==> config.mk <==
export PLATFORM = sky130hd
export DESIGN_NAME = morse_decoder_core
export DESIGN_NICKNAME = d
export VERILOG_FILES = /design/src/rtl/morse_pkg.sv /design/src/rtl/morse_decoder_core_lut.sv /design/src/rtl/morse_decoder_core.sv
export SDC_FILE = /design/constraint.sdc
export NUM_CORES = 1
export LEC_CHECK = 0
export ABC_AREA = 0
export CAP_MARGIN = 20
export CELL_PAD_IN_SITES_DETAIL_PLACEMENT = 0
export CELL_PAD_IN_SITES_GLOBAL_PLACEMENT = 1
export CORE_UTILIZATION = 44
export DETAILED_ROUTE_END_ITERATION = 10
export PLACE_DENSITY_LB_ADDON = 0.1
export SKIP_CTS_REPAIR_TIMING = 1
export SLEW_MARGIN = 20
export SYNTH_ARGS = -nofsm -noshare
export SYNTH_HDL_FRONTEND = slang
export SYNTH_SLANG_ARGS = --single-unit
==> constraint.sdc <==
create_clock -name clk -period 4.9 [get_ports clk]
set_input_delay 1.47 -clock clk [delete_from_list [all_inputs] [get_ports clk]]
set_output_delay 1.47 -clock clk [all_outputs]
set_load 0.02 [all_outputs]
==> src/rtl/morse_pkg.sv <==
// Shared types, character constants and the Morse-to-ASCII lookup
// for the Morse decoder core.
package morse_pkg;

  typedef enum logic [1:0] {
    IDLE   = 2'd0,
    ENTRY  = 2'd1,
    DECODE = 2'd2,
    COMMIT = 2'd3
  } state_e;

  // Longest code the lookup table knows (six-element punctuation)
  localparam int unsigned LUT_SYM_MAX = 6;

  localparam logic [7:0] CHAR_NUL     = 8'h00;
  localparam logic [7:0] CHAR_INVALID = 8'h3F;

  // Bits are oldest-symbol-first from MSB to LSB of the used length,
  // dot = 0, dash = 1, so ".-" is 2'b01. Returns {valid, ascii}.
  function automatic logic [8:0] morse_lookup(input logic [2:0] len,
                                              input logic [5:0] bits);
    logic       valid;
    logic [7:0] ch;
    valid = 1'b1;
    ch    = CHAR_INVALID;
    case ({len, bits})
      {3'd1, 6'b000000}: ch = "E";
      {3'd1, 6'b000001}: ch = "T";
      {3'd2, 6'b000000}: ch = "I";
      {3'd2, 6'b000001}: ch = "A";
      {3'd2, 6'b000010}: ch = "N";
      {3'd2, 6'b000011}: ch = "M";
      {3'd3, 6'b000000}: ch = "S";
      {3'd3, 6'b000001}: ch = "U";
      {3'd3, 6'b000010}: ch = "R";
      {3'd3, 6'b000011}: ch = "W";
      {3'd3, 6'b000100}: ch = "D";
      {3'd3, 6'b000101}: ch = "K";
      {3'd3, 6'b000110}: ch = "G";
      {3'd3, 6'b000111}: ch = "O";
      {3'd4, 6'b000000}: ch = "H";
      {3'd4, 6'b000001}: ch = "V";
      {3'd4, 6'b000010}: ch = "F";
      {3'd4, 6'b000100}: ch = "L";
      {3'd4, 6'b000110}: ch = "P";
      {3'd4, 6'b000111}: ch = "J";
      {3'd4, 6'b001000}: ch = "B";
      {3'd4, 6'b001001}: ch = "X";
      {3'd4, 6'b001010}: ch = "C";
      {3'd4, 6'b001011}: ch = "Y";
      {3'd4, 6'b001100}: ch = "Z";
      {3'd4, 6'b001101}: ch = "Q";
      {3'd5, 6'b011111}: ch = "0";
      {3'd5, 6'b001111}: ch = "1";
      {3'd5, 6'b000111}: ch = "2";
      {3'd5, 6'b000011}: ch = "3";
      {3'd5, 6'b000001}: ch = "4";
      {3'd5, 6'b000000}: ch = "5";
      {3'd5, 6'b010000}: ch = "6";
      {3'd5, 6'b011000}: ch = "7";
      {3'd5, 6'b011100}: ch = "8";
      {3'd5, 6'b011110}: ch = "9";
      {3'd6, 6'b010101}: ch = ".";
      {3'd6, 6'b110011}: ch = ",";
      {3'd6, 6'b001100}: ch = "?";
      default: begin
        valid = 1'b0;
        ch    = CHAR_INVALID;
      end
    endcase
    return {valid, ch};
  endfunction

endpackage

==> src/rtl/morse_decoder_core_lut.sv <==
// Combinational wrapper around morse_lookup, adapting the accumulator
// width to the fixed-width lookup table.
module morse_lut
  import morse_pkg::*;
#(
  parameter int unsigned MAX_SYMBOLS = 6,
  parameter int unsigned CHAR_W      = 8,
  parameter int unsigned LEN_W       = $clog2(MAX_SYMBOLS + 1)
) (
  input  logic [LEN_W-1:0]       sym_len,
  input  logic [MAX_SYMBOLS-1:0] sym_bits,
  output logic                   valid,
  output logic [CHAR_W-1:0]      ch
);

  logic [LUT_SYM_MAX-1:0] bits_ext;
  logic [8:0]             res;

  always_comb begin
    bits_ext = '0;
    for (int unsigned i = 0; i < LUT_SYM_MAX; i++) begin
      if (i < MAX_SYMBOLS) bits_ext[i] = sym_bits[i];
    end
    // Codes longer than the table are invalid by definition
    if (32'(sym_len) > LUT_SYM_MAX) res = {1'b0, CHAR_INVALID};
    else                            res = morse_lookup(3'(sym_len), bits_ext);
    valid = res[8];
    ch    = CHAR_W'(res[7:0]);
  end

endmodule

==> src/rtl/morse_decoder_core.sv <==
// Morse symbol accumulator with registered decode and a shift-on-full
// text buffer feeding the display driver.
module morse_decoder_core
  import morse_pkg::*;
#(
  parameter int unsigned MAX_SYMBOLS = 6,
  parameter int unsigned TEXT_DEPTH  = 8,
  parameter int unsigned CHAR_W      = 8,
  localparam int unsigned LEN_W      = $clog2(MAX_SYMBOLS + 1),
  localparam int unsigned CNT_W      = $clog2(TEXT_DEPTH + 1)
) (
  input  logic                         clk,
  input  logic                         rst_n,
  input  logic                         turn_on,
  input  logic                         dot,
  input  logic                         dash,
  input  logic                         confirm,
  input  logic                         backspace,
  input  logic                         clear,
  output logic [MAX_SYMBOLS-1:0]       sym_bits,
  output logic [LEN_W-1:0]             sym_len,
  output logic [TEXT_DEPTH*CHAR_W-1:0] text,
  output logic [CNT_W-1:0]             text_count,
  output logic                         char_valid,
  output logic [CHAR_W-1:0]            char_out,
  output logic                         busy,
  output logic                         err
);

  state_e                               state_q, state_d;
  logic [MAX_SYMBOLS-1:0]               sym_bits_q, sym_bits_d;
  logic [LEN_W-1:0]                     sym_len_q, sym_len_d;
  logic [TEXT_DEPTH-1:0][CHAR_W-1:0]    text_q, text_d;
  logic [CNT_W-1:0]                     text_count_q, text_count_d;
  logic                                 char_valid_q, char_valid_d;
  logic [CHAR_W-1:0]                    char_out_q, char_out_d;
  logic                                 err_q, err_d;
  logic                                 lut_valid_q, lut_valid_d;
  logic [CHAR_W-1:0]                    lut_char_q, lut_char_d;
  logic                                 lut_valid;
  logic [CHAR_W-1:0]                    lut_char;

  morse_lut #(
    .MAX_SYMBOLS(MAX_SYMBOLS),
    .CHAR_W     (CHAR_W),
    .LEN_W      (LEN_W)
  ) u_lut (
    .sym_len (sym_len_q),
    .sym_bits(sym_bits_q),
    .valid   (lut_valid),
    .ch      (lut_char)
  );

  always_comb begin
    state_d      = state_q;
    sym_bits_d   = sym_bits_q;
    sym_len_d    = sym_len_q;
    text_d       = text_q;
    text_count_d = text_count_q;
    char_valid_d = 1'b0;
    char_out_d   = char_out_q;
    err_d        = 1'b0;
    lut_valid_d  = lut_valid_q;
    lut_char_d   = lut_char_q;

    // Clear outranks everything, including an in-flight decode
    if (turn_on && clear) begin
      state_d      = IDLE;
      sym_bits_d   = '0;
      sym_len_d    = '0;
      text_d       = '0;
      text_count_d = '0;
    end else begin
      case (state_q)
        DECODE: begin
          lut_valid_d = lut_valid;
          lut_char_d  = lut_char;
          state_d     = COMMIT;
        end
        COMMIT: begin
          state_d    = IDLE;
          sym_bits_d = '0;
          sym_len_d  = '0;
          if (lut_valid_q) begin
            char_valid_d = 1'b1;
            char_out_d   = lut_char_q;
            if (text_count_q < CNT_W'(TEXT_DEPTH)) begin
              for (int unsigned i = 0; i < TEXT_DEPTH; i++) begin
                if (CNT_W'(i) == text_count_q) text_d[i] = lut_char_q;
              end
              text_count_d = text_count_q + CNT_W'(1);
            end else begin
              for (int unsigned i = 0; i + 1 < TEXT_DEPTH; i++) begin
                text_d[i] = text_q[i+1];
              end
              text_d[TEXT_DEPTH-1] = lut_char_q;
            end
          end else begin
            err_d = 1'b1;
          end
        end
        default: begin
          if (turn_on) begin
            if (backspace) begin
              if (sym_len_q != '0) begin
                sym_bits_d = sym_bits_q >> 1;
                sym_len_d  = sym_len_q - LEN_W'(1);
                if (sym_len_q == LEN_W'(1)) state_d = IDLE;
              end else if (text_count_q != '0) begin
                text_count_d = text_count_q - CNT_W'(1);
                for (int unsigned i = 0; i < TEXT_DEPTH; i++) begin
                  if (CNT_W'(i + 1) == text_count_q) text_d[i] = '0;
                end
              end
            end else if (confirm) begin
              if (sym_len_q != '0) state_d = DECODE;
            end else if (dash || dot) begin
              if (sym_len_q == LEN_W'(MAX_SYMBOLS)) begin
                err_d = 1'b1;
              end else begin
                sym_bits_d = {sym_bits_q[MAX_SYMBOLS-2:0], dash};
                sym_len_d  = sym_len_q + LEN_W'(1);
                state_d    = ENTRY;
              end
            end
          end
        end
      endcase
    end
  end

  always_ff @(posedge clk or negedge rst_n) begin
    if (!rst_n) begin
      state_q      <= IDLE;
      sym_bits_q   <= '0;
      sym_len_q    <= '0;
      text_q       <= '0;
      text_count_q <= '0;
      char_valid_q <= 1'b0;
      char_out_q   <= '0;
      err_q        <= 1'b0;
      lut_valid_q  <= 1'b0;
      lut_char_q   <= '0;
    end else begin
      state_q      <= state_d;
      sym_bits_q   <= sym_bits_d;
      sym_len_q    <= sym_len_d;
      text_q       <= text_d;
      text_count_q <= text_count_d;
      char_valid_q <= char_valid_d;
      char_out_q   <= char_out_d;
      err_q        <= err_d;
      lut_valid_q  <= lut_valid_d;
      lut_char_q   <= lut_char_d;
    end
  end

  assign sym_bits   = sym_bits_q;
  assign sym_len    = sym_len_q;
  assign text       = text_q;
  assign text_count = text_count_q;
  assign char_valid = char_valid_q;
  assign char_out   = char_out_q;
  assign err        = err_q;
  assign busy       = (state_q == DECODE) || (state_q == COMMIT);

endmodule

==> flow_summary.ini, run 1 <==
[outcome]
status = complete, no violations

[power_and_ir_drop]
combPwrFrac_pct = 42.2
power_frac_seq_pct = 35.7
p_sw_share_pct = 42.62
pwr_density_cell_mw_per_mm2 = 500.6
p_clk_share_pct = 22.1
ir_drop_uv = 264.8
power.leakage_nw = 2.722
internal_power_mw = 1.876
p_sw_mw = 1.393

[die]
dieWidth_um = 112.8
row_count = 40
die-area_sq_mm = 0.01273
start_util_pct = 44.99
ioPinCount = 96
core-area_sq_mm = 0.01201
die_h_um = 112.8

[worst_setup_path]
crit_path_start = backspace
slowest_delay_ns = 0.63
endpoint = text[12]
r2r_cells = 5
setup.worst_path.end_class = register
timing.rr.end = text[12]
crit_chain = clkdlybuf4s50_1 > buf_4 > nor2b_1 > and4_4 > o22ai_4 > a221oi_2 > mux2_2
slowest_stage = a221oi_2
timing_worst_setup_path_type = input pin to register
critPathArrivalTime_ns = 3.81
r2r_start = text_count[3]
critPathMaxFanout = 17
cp.required_ns = 5.13
critPathLaunchType = input pin
reg2reg_slack_ns = 2.18

[timing]
clock_skew_ns = 0.01370
finalSetupViolCount = 0
holdWs_ns = 0.5087
fin_ws_ns = 1.318
hold_viol_final = 0
fin_tns_setup_ns = 0
finalCritPeriodShare_pct = 73.09
fin_crit_ns = 3.582
rsz0062_at_grt = false
worst_slew_pin_slew_ns = 0.9354
fmax_mhz = 279.2
slew_headroom_pct = 37.64
slew_viol_final = 0

[min_path]
min_path_type = register to register
worstHoldPathCells = 1

[clock_tree]
cts_root_buf = clkbuf_16
clock_latency_ns = 0.35
cts_buffer_depth = 2
cts_max_level = 3
cts_buffers = 9
cts_sinks = 88
clkSlewWorstSetupHoldPaths_ns = 0.07
cts_tree = built

[synthesis]
synth.avg_cell_area_sq_um = 9.431
yosysWarnings = 0
synth_edf_count = 0
ys_ff_latch = 88
ys_seq_area_share_pct = 40.75
synthArstFlopShare_pct = 100.0
syn_inst = 573
netlist_area_sq_mm = 0.005404
synth_ff_type = dfrtp_1
yosysUniqueCellTypes = 75

[routing]
routedWlPerCell_um = 18.64
highest_layer = met4
drtIter0Drc = 379
dr_wl_met2_mm = 6.841
drt-met1-wl_mm = 7.135
route.met3.wl_um = 668
drc = 0
via_per_inst = 5.767
first_pass_iters = 5
wl_mm = 14.73
ant_nets = 0
vias = 4556

[flow_run]
drv_cap = 0

[global_route]
grt_overflow = 0
antenna_found_initial = 0
grtUsageTotal_pct = 24.37
grt_max_degree = 73
grt_pass1_vias = 4317
grt_first_pass_wirelength_mm = 24.20

[final_layout]
mostFrequentLayoutCells = dfrtp_1 (87), clkdlybuf4s50_1 (85), nand2_1 (83)
final_common_cell = dfrtp_1
syn_to_final_growth_pct = 20.86
n_antenna_cell = 0
nNetsFinal = 655
drive_gt1_share_pct = 15.86

[place]
hpwl_mm = 10.24
dpl_worst_slack_ns = 0.9572
port_buffers = 86
globalplace.congestion = 0.8654
## critical path: cells and delay by family
kind | cells | cell delay, ns
multiplexers | 1 | 0.41
buffers and inverters | 2 | 0.67
AND/OR/NAND/NOR | 2 | 0.46
AO/OA/AOI/OAI | 2 | 0.79
## logic make-up after synthesis
group,share of synthesized area (%)
simple gates,19.08
compound gates,17.32
flops,40.75
mux,13.34
buf+inv,6.714
fa+ha+maj,2.084
xor+xnor,0.6484
other cells,0.06939
## how the worst min path moves through the flow
stage	startpoint	end	slack, ns
floorplan	lut_char_q[6]	lut_char_q[6]	0.49
global placement	char_out[6]	char_out[6]	0.49
detailed placement	char_out[6]	char_out[6]	0.49
CTS	text[2]	text[2]	0.51
global route	text[3]	text[3]	0.52
finish	text[2]	text[2]	0.51
## routing by layer
layer  GRT usage (%)  up-vias
li1                -     2159
met1           35.97     2247
met2           36.79      142
met3           4.981        8
met4           5.244        0
met5               0        -
## power groups by stage
stage	clock network [mW]	logic, mW	registers [mW]
CTS	0.735	1.38	1.16
global placement	0	1.38	1.17
global route	0.776	1.50	1.20
detailed placement	0	1.38	1.17
finish	0.721	1.38	1.17
floorplan	0	0.896	1.15
## layout make-up
type	count	area (sq um)
clock buffers	9	225.2
clock inverters	7	83.83
fillers	1130	5480
inverters	14	52.55
multi-input cells	432	2869
flip-flops and latches	88	2206
well taps	147	183.9
repair buffers	93	910.9
## sequential cells by signal (all words and copies together) (netlist names)
name	flops
text_count	4
char_out	7
sym_len	3
sym_bits	6
char_valid	1
text	56
err	1
lut_valid_q	1
state_q	2
lut_char_q	7
## per-stage QoR
step	utilization, %	cells	power [mW]	instance area (sq um)
detailed placement	51.78	774	2.552	6220
global placement	51.78	774	2.549	6220
global route	54.37	790	3.478	6531
floorplan	-	581	2.042	5434
CTS	54.35	790	3.281	6529
finish	54.37	790	3.269	6531
## cell usage after synthesis (all sizes together), types with 4 or more instances
library cell	count	area share (%)
dfrtp	88	41
nand2	86	6.1
a21oi	68	6.4
mux2	56	12
nor2	31	2.2
o21ai	26	2.4
buf	25	3.6
clkbuf	22	2.1
nand2b	16	1.9
inv	14	0.97
nand3	14	1.3
ha	9	2.1
mux2i	9	1.7
nor2b	8	0.93
nor3	7	0.65
a211oi	5	1.0
and2	5	0.60
o22ai	5	0.83
a221oi	4	1.1
a31oi	4	0.46
nor3b	4	0.56
nor4	4	0.46
or3	4	0.58
Power figures use the tool's default switching activity.
==> run 2: changes to the inputs <==
- CORE_UTILIZATION: 44 -> 41
- clock period: 4.9 -> 3.63 ns (I/O delays scaled with it)
==> run 2 against run 1 <==
Flip-flop and latch count unchanged. Final area grew 1.6%. Global-route usage decreased by 1.1 points. Wire length grew 3.0%. Non-clock buffer count rose by 12. Power is 34% higher. Via count rose by 0.40%. Worst setup slack got worse by 0.67 ns. Register-to-register slack worse by 1.2 ns. Critical path type unchanged. Largest cell class unchanged. Highest routed layer unchanged.
==> flow_summary.ini, run 2 (synthesis results as in run 1) <==
[clock_tree]
cts_sinks = 88
cts_max_level = 3
cts_buffers = 9
cts_buffer_depth = 2
clock_latency_ns = 0.34
clkSlewWorstSetupHoldPaths_ns = 0.07
cts_root_buf = clkbuf_16
cts_tree = built

[global_route]
grt_pass1_vias = 4383
grtUsageTotal_pct = 23.29
grt_first_pass_wirelength_mm = 24.21
grt_overflow = 0
grt_max_degree = 69
antenna_found_initial = 0

[worst_setup_path]
slowest_stage = clkdlybuf4s50_1
path_delay_family = buffers and inverters
cp.buffers_inverters = 3
critPathArrivalTime_ns = 3.21
cp.required_ns = 3.85
cp_common_cell = buf_4
critPathMaxFanout = 11
setup.worst_path.end_class = register
timing_worst_setup_path_type = input pin to register
slowest_delay_ns = 0.56
crit_chain = clkdlybuf4s50_1 > nor2b_1 > and4_4 > o22ai_4 > buf_4 > a221oi_2 > buf_4 > mux2_2
critPathLaunchType = input pin

[routing]
drtIter0Drc = 349
wl_mm = 15.18
via_per_inst = 5.531
drc = 0
ant_nets = 0
first_pass_iters = 5
routedWlPerCell_um = 18.35
vias = 4574

[timing]
fin_tns_setup_ns = 0
slew_headroom_pct = 41.31
holdWs_ns = 0.5178
slew_viol_final = 0
finalSetupViolCount = 0
rsz0062_at_grt = false
worst_slew_pin_slew_ns = 0.8803
fmax_mhz = 334.9
finalCritPeriodShare_pct = 82.27
hold_viol_final = 0
fin_crit_ns = 2.986
clock_skew_ns = 0.007076

[die]
die-area_sq_mm = 0.01364
die_h_um = 116.8
core-area_sq_mm = 0.01272
start_util_pct = 42.48
ioPinCount = 96
dieWidth_um = 116.8
row_count = 41

[final_layout]
nNetsFinal = 667
n_antenna_cell = 0
largest_register_ffs = 56
drive_gt1_share_pct = 17.40
stdcell_count = 827
syn_to_final_growth_pct = 22.81
mostFrequentLayoutCells = dfrtp_1 (87), clkdlybuf4s50_1 (85), nand2_1 (83)
final_common_cell = dfrtp_1

[power_and_ir_drop]
power.leakage_nw = 2.777
pwr_density_cell_mw_per_mm2 = 661.4
ir_drop_uv = 315.0

[place]
port_buffers = 86
placedCellCount = 811
globalplace.congestion = 0.8318
hpwl_mm = 10.75

[outcome]
status = complete, no violations

[min_path]
min_path_type = register to register

[flow_run]
drv_cap = 0
run 2: cell count changes in the layout (fill, tap and decap cells not counted), sizes merged:
cell    previous run  this run
clkbuf             9        10
clkinv             0         4
inv               19        15
buf                8        20
bufinv             1         0
run 2: worst register-to-register path, cell delays in order (launching register included):
cell and delay [ns]:
dfrtp_1 0.44, inv_1 0.14, ha_1 0.27, or3b_4 0.43
and4_4 0.20, o22ai_4 0.26, buf_4 0.25, a221oi_2 0.05
buf_4 0.22, mux2_2 0.29
run 2: worst paths after layout:
kind                               start         end  slack [ns]  depth (start not counted)
max in group asynchronous          rst_n    text[43]        2.23                          2
hold / removal                   text[5]     text[5]        0.52                          1
setup reg to reg           text_count[0]     text[0]        0.97                          9
min in group asynchronous          rst_n  state_q[1]        0.73                          1
setup / recovery                 turn_on     text[0]        0.64                          8
hold reg to reg                  text[5]     text[5]        0.52                          1
run 2: metal layers:
layer  routed length, um  part of all wire (%)  track usage (%)  up-vias
li1                    -                     -                -     2194
met1                7512                    49            35.04     2230
met3                 741                   4.9            3.965       14
met2                6723                    44            34.24      136
met4                 200                   1.3            6.582        0
met5                   0                     0                0        -
run 2: stage by stage:
| stage | area, sq um | utilization [%] | power, mW | worst slack, ns |
|---|---|---|---|---|
| floorplan | 5434 | - | 2.756 | 0.9612 |
| global placement | 6354 | 49.94 | 3.493 | 0.3574 |
| detailed placement | 6354 | 49.94 | 3.494 | 0.2989 |
| CTS | 6636 | 52.16 | 4.405 | 0.6546 |
| global route | 6636 | 52.16 | 4.651 | 0.4920 |
| finish | 6636 | 52.16 | 4.389 | 0.6437 |
run 2: power breakdown:
| group | internal, mW | switching [mW] | leakage (nW) | total (mW) |
|---|---|---|---|---|
| logic | 0.845 | 1.19 | 1.45 | 2.03 |
| registers | 1.18 | 0.284 | 1.18 | 1.46 |
| clock network | 0.485 | 0.409 | 0.139 | 0.894 |
run 2: layout make-up:
class,count,area [sq um]
clock inverter,6,43.79
timing repair buffer,105,1013
fill,1240,6086
tap,172,215.2
sequential,88,2203
multi-input combinational,432,2869
inverter,14,52.55
clock buffer,10,239.0
==> run 3: changes to the inputs <==
- clock period: 3.63 -> 3 ns (I/O delays scaled with it)
==> run 3 against run 2 <==
Die area is the same. Power is 23% higher. Global-route usage is 1.0 points higher. Critical path type is now register to output port. Largest cell class unchanged. Largest power group unchanged.
==> flow_summary.ini, run 3 (synthesis results as in run 1) <==
[worst_setup_path]
r2r_cells = 9
r2r_start = text_count[0]
path_delay_family = flip-flops
slowest_delay_ns = 0.74
crit_path_start = sym_bits[2]
cp.buffers_inverters = 1
critPathLaunchType = register
cp.required_ns = 2.10
setup.worst_path.end_class = output port
critPathArrivalTime_ns = 1.81
crit_cells = 1
critPathMaxFanout = 19
crit_chain = clkdlybuf4s50_1
slowest_stage = dfrtp_1
timing_worst_setup_path_type = register to output port

[clock_tree]
clkSlewWorstSetupHoldPaths_ns = 0.07
cts_sinks = 88
cts_buffers = 9
clock_latency_ns = 0.35
cts_tree = built
cts_buffer_depth = 2
cts_max_level = 3
cts_root_buf = clkbuf_16

[die]
die-area_sq_mm = 0.01364
dieWidth_um = 116.8
start_util_pct = 42.48
core-area_sq_mm = 0.01272
row_count = 41
die_h_um = 116.8
ioPinCount = 96

[global_route]
grt_overflow = 0
antenna_found_initial = 0
grt_max_degree = 54
grt_pass1_vias = 4519
grt_first_pass_wirelength_mm = 25.03
grtUsageTotal_pct = 24.30

[routing]
vias = 4649
ant_nets = 0
drc = 0
via_per_inst = 5.554
wl_mm = 15.37
drtIter0Drc = 389
first_pass_iters = 4
routedWlPerCell_um = 18.37

[timing]
slew_viol_final = 0
finalCritPeriodShare_pct = 90.21
fin_crit_ns = 2.706
fin_ws_ns = 0.2936
slew_headroom_pct = 59.03
fin_tns_setup_ns = 0
fmax_mhz = 369.5
rsz0062_at_grt = false
holdWs_ns = 0.5062
worst_slew_pin_slew_ns = 0.6145
finalSetupViolCount = 0
clock_skew_ns = 0.008077
hold_viol_final = 0

[power_and_ir_drop]
pwr_density_cell_mw_per_mm2 = 800.4
ir_drop_uv = 411.0
finalPower_mw = 5.378
power.leakage_nw = 2.834

[final_layout]
stdcell_count = 837
final_common_cell = dfrtp_1
largest_register_ffs = 56
nNetsFinal = 677
fin_area_sq_mm = 0.006719
syn_to_final_growth_pct = 24.33
drive_gt1_share_pct = 18.65
mostFrequentLayoutCells = dfrtp_1 (87), clkdlybuf4s50_1 (85), nand2_1 (83)
final_util_pct = 52.81
n_antenna_cell = 0

[place]
port_buffers = 86
globalplace.congestion = 0.9228
hpwl_mm = 10.96
placedCellCount = 821
dpl_worst_slack_ns = 0.04646
placement.cell_area_sq_mm = 0.006429

[flow_run]
drv_cap = 0

[outcome]
status = complete, no violations

[min_path]
min_path_type = input pin to asynchronous set/reset pin
[run 3: power breakdown]
| group | total (mW) | internal (mW) | switching [mW] | leakage, nW |
|---|---|---|---|---|
| Combinational | 2.46 | 1.04 | 1.41 | 1.51 |
| Clock | 1.11 | 0.598 | 0.515 | 0.145 |
| Sequential | 1.81 | 1.43 | 0.382 | 1.18 |
[run 3: path summary, 6_finish.rpt]
kind	to	slack, ns
worst max-delay path	sym_bits[2]	0.29
worst min-delay path	state_q[1]	0.51
worst max register to register	text_count[3]	0.46
worst min register to register	text[4]	0.51
max in group asynchronous	text[17]	1.84
min in group clk	text[4]	0.51
[run 3: final cells by class]
type | count | area (sq um)
clock inverters | 6 | 51.30
flip-flops and latches | 88 | 2203
clock buffers | 10 | 239.0
multi-input cells | 432 | 2869
well taps | 172 | 215.2
repair buffers | 115 | 1089
inverters | 14 | 52.55
fillers | 1192 | 6003
[run 3: worst register-to-register path: stages (launching register included)]
cell and delay [ns]:
dfrtp_1 0.44, inv_1 0.15, ha_1 0.28, or3b_4 0.44, and4_4 0.20, o22ai_4 0.32, buf_4 0.24, a21oi_1 0.06
and3_1 0.18, nor3_1 0.16
[run 3: metal layers]
layer	part of all wire, %	GRT usage [%]
met5	0	0
met4	1.7	9.367
met3	4.7	4.171
met2	45	35.27
met1	48	35.97
